<file path="config.mk">
export PLATFORM = sky130hd
export DESIGN_NAME = mmio_uart_tx
export DESIGN_NICKNAME = d
export VERILOG_FILES = /design/src/rtl/mmio_uart_tx_pkg.sv /design/src/rtl/mmio_uart_tx_fifo.sv /design/src/rtl/mmio_uart_tx.sv
export SDC_FILE = /design/constraint.sdc
export NUM_CORES = 1
export LEC_CHECK = 0
export CORE_AREA = 2 2 164 166
export CTS_CLUSTER_SIZE = 40
export DETAILED_ROUTE_END_ITERATION = 12
export DIE_AREA = 0 0 166 168
export GPL_ROUTABILITY_DRIVEN = 1
export PLACE_DENSITY = 0.53
export SYNTH_ARGS = -nofsm -noshare
export SYNTH_HDL_FRONTEND = slang
export SYNTH_SLANG_ARGS = --single-unit
</file>
<file path="constraint.sdc">
create_clock -name clk -period 2.7 [get_ports clk]
set_clock_uncertainty 0.2 [all_clocks]
set_input_delay 0.405 -clock clk [delete_from_list [all_inputs] [get_ports clk]]
set_output_delay 0.405 -clock clk [all_outputs]
set_load 0.03 [all_outputs]
</file>
<file path="src/rtl/mmio_uart_tx_pkg.sv">
// Shared MMIO map for the UART transmitter: register offsets, status bit
// positions and the baud divisor helper.
package mmio_uart_tx_pkg;

  localparam logic [31:0] UART_BASE_DEF   = 32'h2000_0000;
  localparam logic [31:0] UART_STATUS_OFS = 32'd4;

  // Status word layout: {16'b0, count[7:0], 5'b0, tx_active, empty, full}
  localparam int STAT_FULL_BIT   = 0;
  localparam int STAT_EMPTY_BIT  = 1;
  localparam int STAT_ACTIVE_BIT = 2;
  localparam int STAT_COUNT_LSB  = 8;

  // Cycles per bit, rounded to nearest.
  function automatic int calc_div(input int clk_hz, input int baud);
    return (clk_hz + baud / 2) / baud;
  endfunction

endpackage

</file>
<file path="src/rtl/mmio_uart_tx_fifo.sv">
// Synchronous FIFO with registered full/empty/count; head entry is readable
// combinationally. Pointers wrap naturally because DEPTH is a power of two.
module sync_fifo #(
  parameter int WIDTH = 8,
  parameter int DEPTH = 16,
  localparam int AW = $clog2(DEPTH),
  localparam int CW = $clog2(DEPTH) + 1
) (
  input  logic             clk,
  input  logic             rst,
  input  logic             push_i,
  input  logic [WIDTH-1:0] wdata_i,
  input  logic             pop_i,
  output logic [WIDTH-1:0] rdata_o,
  output logic             full_o,
  output logic             empty_o,
  output logic [CW-1:0]    count_o
);

  logic [WIDTH-1:0] mem_q [DEPTH];
  logic [AW-1:0]    wr_ptr_q, rd_ptr_q;
  logic [CW-1:0]    count_q, count_d;
  logic             full_q, empty_q;
  logic             do_push, do_pop;

  assign do_push = push_i & ~full_q;
  assign do_pop  = pop_i & ~empty_q;

  // Next occupancy; push and pop together leave it unchanged.
  always_comb begin
    count_d = count_q;
    if (do_push & ~do_pop)      count_d = count_q + 1'b1;
    else if (do_pop & ~do_push) count_d = count_q - 1'b1;
  end

  // Storage has no reset; only the pointers and flags define validity.
  always_ff @(posedge clk) begin
    if (do_push) mem_q[wr_ptr_q] <= wdata_i;
  end

  // Pointers, count and registered flags.
  always_ff @(posedge clk) begin
    if (rst) begin
      wr_ptr_q <= '0;
      rd_ptr_q <= '0;
      count_q  <= '0;
      full_q   <= 1'b0;
      empty_q  <= 1'b1;
    end else begin
      if (do_push) wr_ptr_q <= wr_ptr_q + 1'b1;
      if (do_pop)  rd_ptr_q <= rd_ptr_q + 1'b1;
      count_q <= count_d;
      full_q  <= (count_d == CW'(DEPTH));
      empty_q <= (count_d == '0);
    end
  end

  assign rdata_o = mem_q[rd_ptr_q];
  assign full_o  = full_q;
  assign empty_o = empty_q;
  assign count_o = count_q;

endmodule

</file>
<file path="src/rtl/mmio_uart_tx.sv">
// Memory-mapped 8N1 UART transmitter: store decode, back-pressure stall,
// status register, baud counter and TX state machine around a byte FIFO.
module mmio_uart_tx
  import mmio_uart_tx_pkg::*;
#(
  parameter int          CLK_HZ     = 50_000_000,
  parameter int          BAUD       = 115_200,
  parameter int          FIFO_DEPTH = 16,
  parameter logic [31:0] UART_BASE  = UART_BASE_DEF
) (
  input  logic        clk,
  input  logic        rst,
  input  logic        mem_write,
  input  logic        mem_read,
  input  logic [31:0] addr,
  input  logic [31:0] wdata,
  output logic [31:0] rdata,
  output logic        stall,
  output logic        uart_txd,
  output logic        tx_busy
);

  localparam int DIV   = calc_div(CLK_HZ, BAUD);
  localparam int CNT_W = $clog2(DIV);
  localparam int CW    = $clog2(FIFO_DEPTH) + 1;
  localparam logic [CNT_W-1:0] RELOAD = CNT_W'(DIV - 1);

  typedef enum logic [1:0] {IDLE, START, DATA, STOP} state_t;

  state_t           state_q, state_d;
  logic [CNT_W-1:0] cnt_q, cnt_d;
  logic [2:0]       bit_q, bit_d;
  logic [7:0]       shift_q, shift_d;
  logic             txd_q, txd_d;
  logic             busy_q;
  logic [31:0]      rdata_q;

  logic          hit_data, hit_stat, push, pop, bit_end, empty_nxt;
  logic          fifo_full, fifo_empty;
  logic [7:0]    fifo_head;
  logic [CW-1:0] fifo_count;
  logic [31:0]   status;
  logic [23:0]   unused_wdata;

  assign unused_wdata = wdata[31:8];

  assign hit_data = (addr == UART_BASE);
  assign hit_stat = (addr == UART_BASE + UART_STATUS_OFS);
  assign push     = mem_write & hit_data & ~fifo_full;
  // Registered full: a pop this cycle does not release the store until next cycle.
  assign stall    = mem_write & hit_data & fifo_full;
  assign bit_end  = (cnt_q == '0);

  sync_fifo #(.WIDTH(8), .DEPTH(FIFO_DEPTH)) u_fifo (
    .clk     (clk),
    .rst     (rst),
    .push_i  (push),
    .wdata_i (wdata[7:0]),
    .pop_i   (pop),
    .rdata_o (fifo_head),
    .full_o  (fifo_full),
    .empty_o (fifo_empty),
    .count_o (fifo_count)
  );

  // TX next-state: each bit holds for DIV cycles; STOP chains straight into
  // the next START when a byte is waiting.
  always_comb begin
    state_d = state_q;
    cnt_d   = cnt_q;
    bit_d   = bit_q;
    shift_d = shift_q;
    txd_d   = txd_q;
    pop     = 1'b0;
    unique case (state_q)
      IDLE: begin
        txd_d = 1'b1;
        if (!fifo_empty) begin
          pop = 1'b1; shift_d = fifo_head; txd_d = 1'b0;
          cnt_d = RELOAD; state_d = START;
        end
      end
      START: begin
        if (bit_end) begin
          txd_d = shift_q[0]; bit_d = 3'd0; cnt_d = RELOAD; state_d = DATA;
        end else cnt_d = cnt_q - 1'b1;
      end
      DATA: begin
        if (bit_end) begin
          cnt_d = RELOAD;
          if (bit_q == 3'd7) begin
            txd_d = 1'b1; state_d = STOP;
          end else begin
            shift_d = shift_q >> 1; txd_d = shift_q[1]; bit_d = bit_q + 3'd1;
          end
        end else cnt_d = cnt_q - 1'b1;
      end
      STOP: begin
        if (bit_end) begin
          if (!fifo_empty) begin
            pop = 1'b1; shift_d = fifo_head; txd_d = 1'b0;
            cnt_d = RELOAD; state_d = START;
          end else state_d = IDLE;
        end else cnt_d = cnt_q - 1'b1;
      end
      default: state_d = IDLE;
    endcase
  end

  // FIFO empty after this edge, for the registered busy flag.
  assign empty_nxt = (fifo_empty & ~push) |
                     ((fifo_count == CW'(1)) & pop & ~push);

  // TX state, line and busy registers.
  always_ff @(posedge clk) begin
    if (rst) begin
      state_q <= IDLE;
      cnt_q   <= '0;
      bit_q   <= '0;
      shift_q <= '0;
      txd_q   <= 1'b1;
      busy_q  <= 1'b0;
    end else begin
      state_q <= state_d;
      cnt_q   <= cnt_d;
      bit_q   <= bit_d;
      shift_q <= shift_d;
      txd_q   <= txd_d;
      busy_q  <= (state_d != IDLE) | ~empty_nxt;
    end
  end

  // Status word assembled from the current (pre-edge) state.
  always_comb begin
    status = '0;
    status[STAT_COUNT_LSB +: 8] = 8'(fifo_count);
    status[STAT_ACTIVE_BIT]     = (state_q != IDLE);
    status[STAT_EMPTY_BIT]      = fifo_empty;
    status[STAT_FULL_BIT]       = fifo_full;
  end

  // Load data: status at BASE+4, zero at BASE, hold otherwise.
  always_ff @(posedge clk) begin
    if (rst)                       rdata_q <= '0;
    else if (mem_read && hit_stat) rdata_q <= status;
    else if (mem_read && hit_data) rdata_q <= '0;
  end

  assign rdata    = rdata_q;
  assign uart_txd = txd_q;
  assign tx_busy  = busy_q;

endmodule
</file>
After elaboration in Yosys (flattened, before gate mapping)
Memories as Yosys holds them, arrays and structs flattened. A register that Yosys moved wholly into a read port is not among the register bits.
Cells that the tools add are included.
Cells by class
  reductions and logical operators: 14
  add/sub/neg operators: 6
  equality and inequality tests: 13
  bitwise operators: 18
  muxes and demuxes: 38
Operators by type and width (count)
  $eq 32x30->1 const B: 2
  $mux 8: 4
  $mux 9: 3
  $pmux 9 s3: 1
  $mux 13: 2
  $pmux 8 s3: 1
  $reduce_and 4->1: 3
  $mux 1: 11
  $and 1x1->1: 10
  $mux 2: 5
  $mux 5: 2
  $ne 2x2->1 const B: 5
  $logic_not 9->1: 1
  $mux 3: 3
  $sub 9x1->9 const B: 1
  $add 4x1->4 const B: 2
  $mux 4: 2
  $pmux 2 s4: 1
  $reduce_bool 2->1: 4
  $not 1->1: 6
  $pmux 3 s2: 1
  $add 5x1->5 const B: 1
  $eq 5x1->1 const B: 1
  $eq 5x5->1 const B: 1
  other kinds (13): 16
Word-level totals
  output and inout bits: 35
  input bits: 68
  register bits: 47
  memories: 1
  logic and storage cells: 102
  RAM bits: 128
Memory list
  u_fifo.mem_q: words 16, bits a word 8, read ports 1, clocked after memory_dff 1, wr ports 1, RTL line mmio_uart_tx_fifo.sv:20  | logic [WIDTH-1:0] mem_q [DEPTH];

Depth between registers and ports, before layout
  word-level depth: 9
  mapped depth: 11
  depth with buffers taken out: 9

Cells and area by module
Synthesis repeated with hierarchy kept, for this count alone.
Unflattened totals
  cells, all modules: 545
  area, all modules: 7842.5 sq um
By module, submodules not included
  sync_fifo: cells each 296, area an instance 5831.8 sq um, instances 1
  mmio_uart_tx: cells each 249, area an instance 2010.7 sq um, instances 1

Worst setup path before layout
Ideal clock, no wire load.
  path kind: register -> register
  start point: register state_q[0]
  end point: register u_fifo.full_q (netlist: u_fifo.full_o)
  arrival time: 2.173 ns
  setup slack: 0.211 ns
  cell stages (with the launch flop): 9
  path through: dfxtp_1 > inv_1 > ha_1 > clkbuf_1 > nor3_4 > nand2b_2 > o22a_1 > mux2_4 > and4_1
On the way
  cells in the longest elaborated chain, start to end: 7
  elaborated cells on any way between the ends: 10
RTL lines
  start, declared: RTL line mmio_uart_tx.sv:30  | state_t state_q, state_d;
  start signal, assigned: RTL line mmio_uart_tx.sv:124  | state_q <= state_d;
  $eq 2x2->1 or $logic_not 2->1 (tied branches): RTL line mmio_uart_tx.sv:75  | unique case (state_q)
  $pmux 1 s2 (*): RTL line mmio_uart_tx.sv:75
  $and 1x1->1 (*): RTL line mmio_uart_tx_fifo.sv:27  | assign do_pop = pop_i & ~empty_q;
  $and 1x1->1 or $not 1->1 (tied branches): RTL line mmio_uart_tx_fifo.sv:33, mmio_uart_tx_fifo.sv:32
  $mux 5 or $and 1x1->1 (tied branches): RTL line mmio_uart_tx_fifo.sv:33, mmio_uart_tx_fifo.sv:32
  $mux 5 (*): RTL line mmio_uart_tx_fifo.sv:32  | if (do_push & ~do_pop) count_d = count_q + 1'b1;
  $eq 5x5->1 (*): RTL line mmio_uart_tx_fifo.sv:53  | full_q <= (count_d == CW'(DEPTH));
  end signal, assigned: RTL line mmio_uart_tx_fifo.sv:53
  end, declared: RTL line mmio_uart_tx_fifo.sv:23  | logic full_q, empty_q;
Every way passes the cells marked *; elsewhere a longest branch is shown, timed or not.
A chain may end at the register's enable or synchronous reset.

Final worst setup path
  start point: input addr[5]
  end point: output stall
On the way
  cells in the longest elaborated chain, start to end: 3
RTL lines
  start, declared: RTL line mmio_uart_tx.sv:15  | input logic [31:0] addr,
  $eq 32x30->1: RTL line mmio_uart_tx.sv:47  | assign hit_data = (addr == UART_BASE);
  $and 1x1->1 (2 in series): RTL line mmio_uart_tx.sv:51  | assign stall = mem_write & hit_data & fifo_full;
  end, declared: RTL line mmio_uart_tx.sv:18  | output logic stall,
No other way between the ends.

==> results.cfg <==
[setup_path]
r2r_start = cnt_q[0]
r2r-end = u_fifo.full_o
required_ns = 2.10
r2r_cells = 9
crit_path_max_fanout = 2
ff2ff_setup_slack_ns = 0.26
end_kind = output port
critPathKind = input pin to output port
crit_arrival_ns = 1.97
start_kind = input pin

[synth]
synth_top_cell_area_share_pct = 49.6
synth_cell_type_count = 52
ys_seq_area_share_pct = 62.8
ys_warn_count = 0
synth-main-ff-cell = edfxtp_1
synth_seq_cells = 179
netlist_instances = 540
yosys-top-cells-area = edfxtp_1 50%, dfxtp_1 13%, mux4_2 11%
async_flop_share_pct = 0
yosys-top-cells-count = 128 x edfxtp_1, 52 x nor2_1, 51 x dfxtp_1
synth-edff-count = 128
syn_avg_cell_area_um2 = 14.3
netlist_area_um2 = 7740
synth_area_leader_cell = edfxtp_1
post-synth-top-count-cell = edfxtp_1

[drt]
avgViaCountPerCell = 4.67
drt_pass1_iterations = 5
antenna_left = 0
vias = 4585
wl_per_cell_um = 16.7
drt-total-wl_mm = 16.4
drc = 0
drt_iter0_markers = 249

[floorplanning]
die_w_um = 166
core_um2 = 26400
rows = 60
start_util_pct = 29.4
ios = 103
die_area_um2 = 27900
die_y_um = 168

[clock_tree]
clock_latency_ns = 0.44
clockRootBuffer = clkbuf_16
hold_buffers = 0
clk_pin_slew_ns = 0.07
cts_max_path_buffers = 2
clock-sinks = 179
cts_tree = done
h-tree-depth = 4
cts_made_buffers = 17

[timing]
timing.final.crit_share_pct = 95.4
fmax_mhz = 388
holdWs_ns = 0.114
fin_crit_ns = 2.58
finalSetupViolCount = 0
drv_slew = 0
fin_setup_tns_ns = 0
fin_ws_ns = 0.125
max_slew.worst_pin.slew_ns = 0.617
slew_headroom_pct = 58.7
hold_viol_final = 0

[outcome]
status = finished, final reports clean

[min_path]
worstHoldStart = rst
worstHoldPathType = input pin to flop
hold_path_end = u_fifo.wr_ptr_q[0]
worstHoldPathCells = 2

[pwr]
ir_drop_v = 0.000489
powerDensity_nw_per_um2 = 860
leakage_nw = 3.20
p_total_w = 0.00824

[place]
place_ws_ns = -0.304
place_area_um2 = 8960
gp_congestion = 0.785
port_buffers = 54
dpl.hpwl_mm = 11.2

[final_layout]
nFillCells = 2477
area_growth_pct = 23.8
layout.nets = 712
drive_gt1_share_pct = 19.4
diodes = 0
final_cell_area_um2 = 9580

[global_route]
antenna_found_initial = 0
grt_overflow = 0
grtUsageTotal_pct = 12.0
first_global_vias = 4750
grt_max_degree = 38
grt_pass1_wl_mm = 26.0

[job]
drv_cap = 0
## layer usage
metal	vias up	share of wire (%)	global-route usage [%]
met5	-	0	0
met4	0	1.0	3.33
met3	9	2.8	2.70
met2	78	52	21.5
met1	2317	44	14.6
li1	2181	-	-
## sequential cells by signal, indices dropped and copies added, names as in the netlist, 2 cells and up, named ones only
| name | count |
|---|---|
| bit_q | 3 |
| cnt_q | 9 |
| rdata | 8 |
| shift_q | 8 |
| state_q | 2 |
| u_fifo.count_o | 5 |
| u_fifo.mem_q | 128 |
| u_fifo.rd_ptr_q | 4 |
| u_fifo.wr_ptr_q | 4 |
## cell type report
class | instances | area [µm²] | share of cell area [%]
Timing Repair Buffer | 94 | 983 | 10.3
Clock inverter | 15 | 180 | 1.88
Multi-Input combinational cell | 323 | 2660 | 27.7
Sequential cell | 179 | 4870 | 50.8
Clock buffer | 17 | 425 | 4.44
Tap cell | 341 | 427 | 4.45
Inverter | 12 | 45.0 | 0.470
## how the worst max path moves through the flow
stage	from	to	slack [ns]	cells after the start
2_1_floorplan	state_q[0]	u_fifo.full_o	0.21	8
3_3_place_gp	addr[17]	u_fifo.mem_q[9][5]	-0.27	9
3_5_place_dp	addr[0]	u_fifo.mem_q[0][4]	-0.30	9
4_1_cts	addr[0]	stall	0.1	6
5_1_grt	addr[5]	stall	-0.001	6
6_report	addr[5]	stall	0.12	6
## kinds of logic (layout without fill, tap and decap cells)
logic type | Yosys count | after routing | share of synthesized area, %
AOI/OAI and AO/OA | 67 | 67 | 5.62
muxes | 50 | 50 | 12.7
xor gates and xnor gates | 13 | 13 | 1.47
other | 1 | 24 | 0.0484
buffers and inverters | 61 | 138 | 4.20
adders and majority gates | 17 | 17 | 2.75
DFF | 179 | 179 | 62.8
and+or+nand+nor | 152 | 152 | 10.4
## through the flow
step | utilization [%] | cells
6_report | 36.4 | 981
5_1_grt | 36.4 | 981
4_1_cts | 36.3 | 981
3_5_place_dp | 34.0 | 949
3_3_place_gp | 34.0 | 949
2_1_floorplan | - | 563
## power breakdown
group / leakage, nW / internal (W) / switching (W) / total, W
Sequential: 1.57 / 0.00314 / 0.000218 / 0.00335
Combinational: 1.35 / 0.00111 / 0.00132 / 0.00243
Clock: 0.289 / 0.00125 / 0.00121 / 0.00246
## worst max-delay path: stages
cell             delay (ns)
clkdlybuf4s50_1        0.44
nor4_2                 0.29
nand4_1                0.17
buf_4                  0.17
nor4_1                 0.28
buf_4                  0.22
## layout by cell type (no fill, tap or decap), drive strengths merged, types with 4 or more instances in the layout
master and instances:
edfxtp 128, nor2 52, clkdlybuf4s50 52, dfxtp 51, buf 42, mux4 38
nand2 26, a21oi 24, conb 24, inv 18, ha 17, clkbuf 17
a211oi 15, and2 15, mux2i 11, nor4 11, o21ai 9, nand3 9
nor3 9, clkinv 8, xor2 7, nand4 6, and3 6, xnor2 6
nand3b 4, nand2b 4
## repair_timing
item,4_1_cts,5_1_grt
endpoints found under the setup margin,0,54
hold endpoints to repair,0,0
resized for setup,0,3
setup buffers,0,0
No activity file was read; power rests on OpenSTA's default activity.
